## src/rtl/diad_pkg.sv

```systemverilog
// rtl/diad_pkg.sv - shared types and widths for the diad pipeline stages
package diad_pkg;

    localparam int PC_W = 12;
    localparam int DW   = 24;
    localparam int RW   = 4;

    typedef enum logic [1:0] {
        MEM_NONE  = 2'b00,
        MEM_LOAD  = 2'b01,
        MEM_STORE = 2'b10
    } mem_op_t;

    typedef enum logic {
        IDLE = 1'b0,
        WAIT = 1'b1
    } ma_state_t;

endpackage

```

## src/rtl/stage4ma_if.sv

```systemverilog
// rtl/stage4ma_if.sv - data-memory req/ack bus between the memory-access stage and data memory
interface stage4ma_if;
    import diad_pkg::*;

    logic          mem_req;
    logic          mem_we;
    logic [DW-1:0] mem_addr;
    logic [DW-1:0] mem_wdata;
    logic          mem_ack;
    logic [DW-1:0] mem_rdata;

    modport master (
        output mem_req, mem_we, mem_addr, mem_wdata,
        input  mem_ack, mem_rdata
    );

    modport slave (
        input  mem_req, mem_we, mem_addr, mem_wdata,
        output mem_ack, mem_rdata
    );

endinterface

```

## src/rtl/stage4ma.sv

```systemverilog
// rtl/stage4ma.sv - diad memory-access stage: pass-through for ALU ops, req/ack access for loads and stores
module stage4ma
    import diad_pkg::*;
(
    input  logic            clk,
    input  logic            rst,
    input  logic            enable,
    input  logic            flush,
    input  logic [PC_W-1:0] pc_in,
    input  logic [1:0]      mem_op_in,
    input  logic [DW-1:0]   result_in,
    input  logic [DW-1:0]   store_data_in,
    input  logic [RW-1:0]   rd_in,
    input  logic            rd_we_in,
    output logic            stall_out,
    stage4ma_if.master      mem,
    output logic [PC_W-1:0] pc_out,
    output logic            enable_out,
    output logic [DW-1:0]   wb_data_out,
    output logic [RW-1:0]   rd_out,
    output logic            rd_we_out
);

    ma_state_t       r_state;
    ma_state_t       w_next_state;

    logic            r_mem_req;
    logic            r_mem_we;
    logic [DW-1:0]   r_mem_addr;
    logic [DW-1:0]   r_mem_wdata;
    logic [PC_W-1:0] r_pc_lat;
    logic [RW-1:0]   r_rd_lat;
    logic [PC_W-1:0] r_pc_out;
    logic            r_enable_out;
    logic [DW-1:0]   r_wb_data;
    logic [RW-1:0]   r_rd_out;
    logic            r_rd_we_out;

    logic            w_capture;
    logic            w_is_load;
    logic            w_is_store;
    logic            w_is_mem;

    // 2'b11 decodes as neither load nor store, so it falls through as a plain op
    assign w_capture  = enable && !flush;
    assign w_is_load  = (mem_op_in == MEM_LOAD);
    assign w_is_store = (mem_op_in == MEM_STORE);
    assign w_is_mem   = w_is_load || w_is_store;

    // State register
    always_ff @(posedge clk or posedge rst) begin
        if (rst) begin
            r_state <= IDLE;
        end else begin
            r_state <= w_next_state;
        end
    end

    // Next-state: enter WAIT on a captured memory op, leave only on ack
    always_comb begin
        w_next_state = r_state;
        case (r_state)
            IDLE:    if (w_capture && w_is_mem) w_next_state = WAIT;
            WAIT:    if (mem.mem_ack)           w_next_state = IDLE;
            default: w_next_state = IDLE;
        endcase
    end

    // Memory request, latched instruction context and write-back registers
    always_ff @(posedge clk or posedge rst) begin
        if (rst) begin
            r_mem_req    <= 1'b0;
            r_mem_we     <= 1'b0;
            r_mem_addr   <= '0;
            r_mem_wdata  <= '0;
            r_pc_lat     <= '0;
            r_rd_lat     <= '0;
            r_pc_out     <= '0;
            r_enable_out <= 1'b0;
            r_wb_data    <= '0;
            r_rd_out     <= '0;
            r_rd_we_out  <= 1'b0;
        end else begin
            r_enable_out <= 1'b0;
            r_rd_we_out  <= 1'b0;
            if (r_state == IDLE) begin
                if (w_capture) begin
                    if (w_is_mem) begin
                        r_mem_req   <= 1'b1;
                        r_mem_we    <= w_is_store;
                        r_mem_addr  <= result_in;
                        r_mem_wdata <= w_is_store ? store_data_in : '0;
                        r_pc_lat    <= pc_in;
                        r_rd_lat    <= rd_in;
                    end else begin
                        r_enable_out <= 1'b1;
                        r_pc_out     <= pc_in;
                        r_wb_data    <= result_in;
                        r_rd_out     <= rd_in;
                        r_rd_we_out  <= rd_we_in;
                    end
                end
            end else if (mem.mem_ack) begin
                // r_mem_we doubles as the latched "this is a store" flag
                r_mem_req    <= 1'b0;
                r_enable_out <= 1'b1;
                r_pc_out     <= r_pc_lat;
                r_rd_out     <= r_rd_lat;
                r_wb_data    <= r_mem_we ? r_mem_addr : mem.mem_rdata;
                r_rd_we_out  <= !r_mem_we;
            end
        end
    end

    assign stall_out     = (r_state == WAIT);
    assign mem.mem_req   = r_mem_req;
    assign mem.mem_we    = r_mem_we;
    assign mem.mem_addr  = r_mem_addr;
    assign mem.mem_wdata = r_mem_wdata;
    assign pc_out        = r_pc_out;
    assign enable_out    = r_enable_out;
    assign wb_data_out   = r_wb_data;
    assign rd_out        = r_rd_out;
    assign rd_we_out     = r_rd_we_out;

endmodule

```

## src/flat_wrapper.sv

```systemverilog
// flat-port wrapper written by rule: the top's interface ports become plain ports
module stage4ma_flat import diad_pkg::*;
  (clk, rst, enable, flush, pc_in, mem_op_in, result_in, store_data_in, rd_in, rd_we_in, stall_out, pc_out, enable_out, wb_data_out, rd_out, rd_we_out, mem_mem_req, mem_mem_we, mem_mem_addr, mem_mem_wdata, mem_mem_ack, mem_mem_rdata);
  stage4ma_if mem_i ();
  input  logic clk;
  input  logic rst;
  input  logic enable;
  input  logic flush;
  input  logic [PC_W-1:0] pc_in;
  input  logic [1:0] mem_op_in;
  input  logic [DW-1:0] result_in;
  input  logic [DW-1:0] store_data_in;
  input  logic [RW-1:0] rd_in;
  input  logic rd_we_in;
  output logic stall_out;
  output logic [PC_W-1:0] pc_out;
  output logic enable_out;
  output logic [DW-1:0] wb_data_out;
  output logic [RW-1:0] rd_out;
  output logic rd_we_out;
  output wire logic [$bits(mem_i.mem_req)-1:0] mem_mem_req;
  output wire logic [$bits(mem_i.mem_we)-1:0] mem_mem_we;
  output wire logic [$bits(mem_i.mem_addr)-1:0] mem_mem_addr;
  output wire logic [$bits(mem_i.mem_wdata)-1:0] mem_mem_wdata;
  input wire logic [$bits(mem_i.mem_ack)-1:0] mem_mem_ack;
  input wire logic [$bits(mem_i.mem_rdata)-1:0] mem_mem_rdata;
  assign mem_mem_req = mem_i.mem_req;
  assign mem_mem_we = mem_i.mem_we;
  assign mem_mem_addr = mem_i.mem_addr;
  assign mem_mem_wdata = mem_i.mem_wdata;
  assign mem_i.mem_ack = mem_mem_ack;
  assign mem_i.mem_rdata = mem_mem_rdata;
  stage4ma u_core (.clk(clk), .rst(rst), .enable(enable), .flush(flush), .pc_in(pc_in), .mem_op_in(mem_op_in), .result_in(result_in), .store_data_in(store_data_in), .rd_in(rd_in), .rd_we_in(rd_we_in), .stall_out(stall_out), .mem(mem_i), .pc_out(pc_out), .enable_out(enable_out), .wb_data_out(wb_data_out), .rd_out(rd_out), .rd_we_out(rd_we_out));
endmodule
```

## config.mk

```make
export PLATFORM = sky130hd
export DESIGN_NAME = stage4ma_flat
export DESIGN_NICKNAME = d
export VERILOG_FILES = /design/src/rtl/diad_pkg.sv /design/src/rtl/stage4ma_if.sv /design/src/rtl/stage4ma.sv /design/src/flat_wrapper.sv
export SDC_FILE = /design/constraint.sdc
export NUM_CORES = 1
export LEC_CHECK = 0
export CORE_ASPECT_RATIO = 0.7
export CORE_MARGIN = 2
export CORE_UTILIZATION = 35
export CTS_CLUSTER_DIAMETER = 120
export CTS_CLUSTER_SIZE = 8
export DETAILED_ROUTE_END_ITERATION = 12
export PLACE_DENSITY_LB_ADDON = 0.05
export RECOVER_POWER = 100
export SETUP_SLACK_MARGIN = 0.2
export SLEW_MARGIN = 25
export SYNTH_ARGS = -nofsm -noshare
export SYNTH_HDL_FRONTEND = slang
export SYNTH_SLANG_ARGS = --single-unit
```

## constraint.sdc

```tcl
create_clock -name clk -period 6.65 [get_ports clk]
set_clock_uncertainty 0.1 [all_clocks]
set_input_delay 0.9975 -clock clk [delete_from_list [all_inputs] [get_ports clk]]
set_output_delay 0.9975 -clock clk [all_outputs]
set_load 0.01 [all_outputs]
```

==> impl_metrics.toml <==
[cells_and_area]
final-seq-area_um2 = 2730
syn2layout_area_growth_pct = 49.0
n_fill_cell = 1156
final_cells = 817
antennaDiodeCount = 0
multi_input_area_um2 = 1760
final_area_um2 = 6930
drive_gt1_share_pct = 3.53
layout.nets = 743

[setup_path]
max_stage_delay_ns = 1.26
path_delay_family = "buffers and inverters"
cp_slowest_cell = "clkbuf_1"
crit_type = "primary input to flop"
cp-start-kind = "primary input"
cp_max_fo = 27
required_ns = 6.78
endpoint_kind = "flop"
arrival_ns = 4.55
path_cells = "dlygate4sd3_1 -> inv_1 -> ha_1 -> nor4bb_1 -> clkbuf_1 -> a21oi_4 -> buf_4 -> a221o_1"
critPathBufInv = 4

[route]
via_per_inst = 4.96
wl_mm = 14.0
drtPass1Iterations = 5
wl_per_cell_um = 17.1
first_iter_violations = 203
num_vias = 4051
drc = 0
drtAntennaViolNets = 0

[clock_tree]
cts_tree = "yes"
htree_levels = 3
worstSkewPairLatency_ns = 0.34
cts-root-buf = "clkbuf_16"
ctsResizeCount = 0
cts.sinks = 109
cts_hold_buf = 0
post-cts-setup-buffer-count = 0
cts_buffer_depth = 2
cts_buffers = 9
clk_pin_slew_worst_paths_ns = 0.08

[grt]
use_met3_pct = 4.42
grt_pass1_wl_mm = 22.2
grt_pass1_vias = 4007
antenna_found_initial = 0
grt_max_degree = 62
met2_usage_pct = 30.5
grt_use_met1_pct = 29.6
grt_usage_pct = 20.2
grt-busiest-layer = "met2"
grt_remaining_overflow = 0

[power_and_ir_drop]
p_leak_uw = 0.00333
power_uw = 2110
power_density_nw_per_um2 = 304
peakVddDrop_mv = 0.154

[status]
violations = "max-capacitance violations, max-slew violations"
outcome = "finished, violations left"

[synthesis]
avgSynthCellArea_um2 = 9.78
synthArstFlopShare_pct = 100
synth_nets = 573
synth_top_area_cell = "dfrtp_1"
syn_area_um2 = 4650
synth_common_cells = "nand2_1 (175), dfrtp_1 (109), mux2i_1 (40), nand3_1 (40)"
synth_area_leaders = "dfrtp_1 (59%), nand2_1 (14%), mux2i_1 (8.6%)"
yosys_warnings = 0
synthCells = 476
ys_ff_latch = 109
synth-seq-area-share_pct = 58.6
synth_cell_types = 19
yosysMostFrequentCell = "nand2_1"
synth.top_cell.area_share_pct = 58.6
synth_edf_count = 0
ys.flop_type = "dfrtp_1"

[timing]
finalSetupTns_ns = 0
grt_setup_unrepaired = "no"
fmax_mhz = 226
fin_crit_sh_pct = 66.5
slew_headroom_pct = -46.5
setup_viol = 0
hold_viol = 0
period_needed_ns = 4.42
setup_ws_ns = 2.23
tightest_slew_ns = 2.19
drv_slew = 275

[run]
maxCapViolCount = 7

[floorplan]
start_util_pct = 35.7
num_rows = 35
core_area_um2 = 13100
die_h_um = 100
dieArea_um2 = 14200
io_pins = 189
fp.dieW_um = 142

[min_path]
min_path_type = "flop to flop"

[placed_design]
dpl_worst_slack_ns = 2.99
hpwl_mm = 9.29
portBuffers = 188
dpl-instance-area_um2 = 6670
place_inst = 801
globalplace.congestion = 0.763
[state kept, by name, indices dropped and copies added, names as in the netlist]
name and flops:
u_core.wb_data_out 24, u_core.mem.mem_addr 24, u_core.pc_out 12, u_core.r_pc_lat 12, u_core.rd_out 4, u_core.mem.mem_wdata 24, u_core.enable_out 1, u_core.mem.mem_req 1
u_core.r_rd_lat 4, u_core.stall_out 1, u_core.mem.mem_we 1, u_core.rd_we_out 1
[layer usage]
layer	wire length [um]	share of wire (%)
met2	6160	44
met4	115	0.82
met3	855	6.1
met5	0	0
met1	6840	49
[worst reg2reg max path, cell delays in order, from the launching register on]
cell and delay, ns:
dfrtp_1 0.38, clkbuf_1 0.67, nor4bb_1 0.60, clkbuf_1 1.26, a21oi_4 0.27, buf_4 0.40, a221o_1 0.34
[cell type report]
| type | count | share of cell area [%] |
|---|---|---|
| flip-flops and latches | 109 | 39.3 |
| well taps | 166 | 3.00 |
| repair buffers | 195 | 27.7 |
| inverters | 4 | 0.235 |
| clock buffers | 9 | 3.25 |
| multi-input cells | 327 | 25.4 |
| clock inverters | 7 | 1.08 |
[path summary, 6_finish.rpt]
| path | startpoint | depth (start not counted) | slack, ns | endpoint |
|---|---|---|---|---|
| min in group asynchronous | rst | 2 | 1.58 | u_core.mem.mem_wdata[20] |
| max in group asynchronous | rst | 3 | 2.57 | u_core.mem.mem_addr[20] |
| setup / recovery | mem_op_in[0] | 8 | 2.23 | u_core.wb_data_out[2] |
| hold reg to reg | u_core.mem.mem_wdata[15] | 2 | 0.37 | u_core.mem.mem_wdata[15] |
| hold / removal | u_core.mem.mem_wdata[15] | 2 | 0.37 | u_core.mem.mem_wdata[15] |
| setup reg to reg | u_core.stall_out | 6 | 2.50 | u_core.wb_data_out[2] |
[power breakdown]
part | total, uW | leakage, uW | internal (uW) | switching [uW]
Combinational | 620 | 0.00180 | 343 | 277
Sequential | 941 | 0.00139 | 823 | 118
Clock | 548 | 0.000138 | 294 | 254
[cell families (layout without fill, tap and decap cells)]
group,after synthesis,after routing,synth area share (%)
AND/OR/NAND/NOR,243,243,21.3
flip-flops,109,109,58.6
AO/OA/AOI/OAI,43,43,7.21
multiplexers,40,40,8.60
buffers and inverters,40,215,3.95
adder cells (fa/ha/maj),1,1,0.269
[placed cells by master (no fill, tap or decap)]
| cell type | instances |
|---|---|
| nand2_1 | 175 |
| dfrtp_1 | 109 |
| clkdlybuf4s50_1 | 95 |
| dlygate4sd3_1 | 93 |
| nand3_1 | 40 |
| mux2i_1 | 40 |
| nor2_1 | 24 |
| a221o_1 | 24 |
| o21ai_0 | 16 |
| clkbuf_16 | 9 |
| inv_1 | 3 |
| clkinvlp_4 | 3 |
| buf_4 | 3 |
| clkbuf_1 | 3 |
| o21ai_1 | 2 |
| nor4b_4 | 1 |
| or4b_1 | 1 |
| nor4bb_1 | 1 |
| a21oi_4 | 1 |
| nand4bb_1 | 1 |
| clkinvlp_2 | 1 |
| ha_1 | 1 |
| bufinv_16 | 1 |
| clkinv_4 | 1 |
| inv_6 | 1 |
| clkinv_2 | 1 |
| clkbuf_2 | 1 |
[per-stage QoR]
step                utilization (%)  hold slack [ns]
finish                         53.1            0.366
global placement               51.1            0.348
detailed placement             51.1            0.356
CTS                            53.4            0.373
global route                   53.1            0.390
floorplan                         -            0.345
Power figures use the tool's default switching activity.
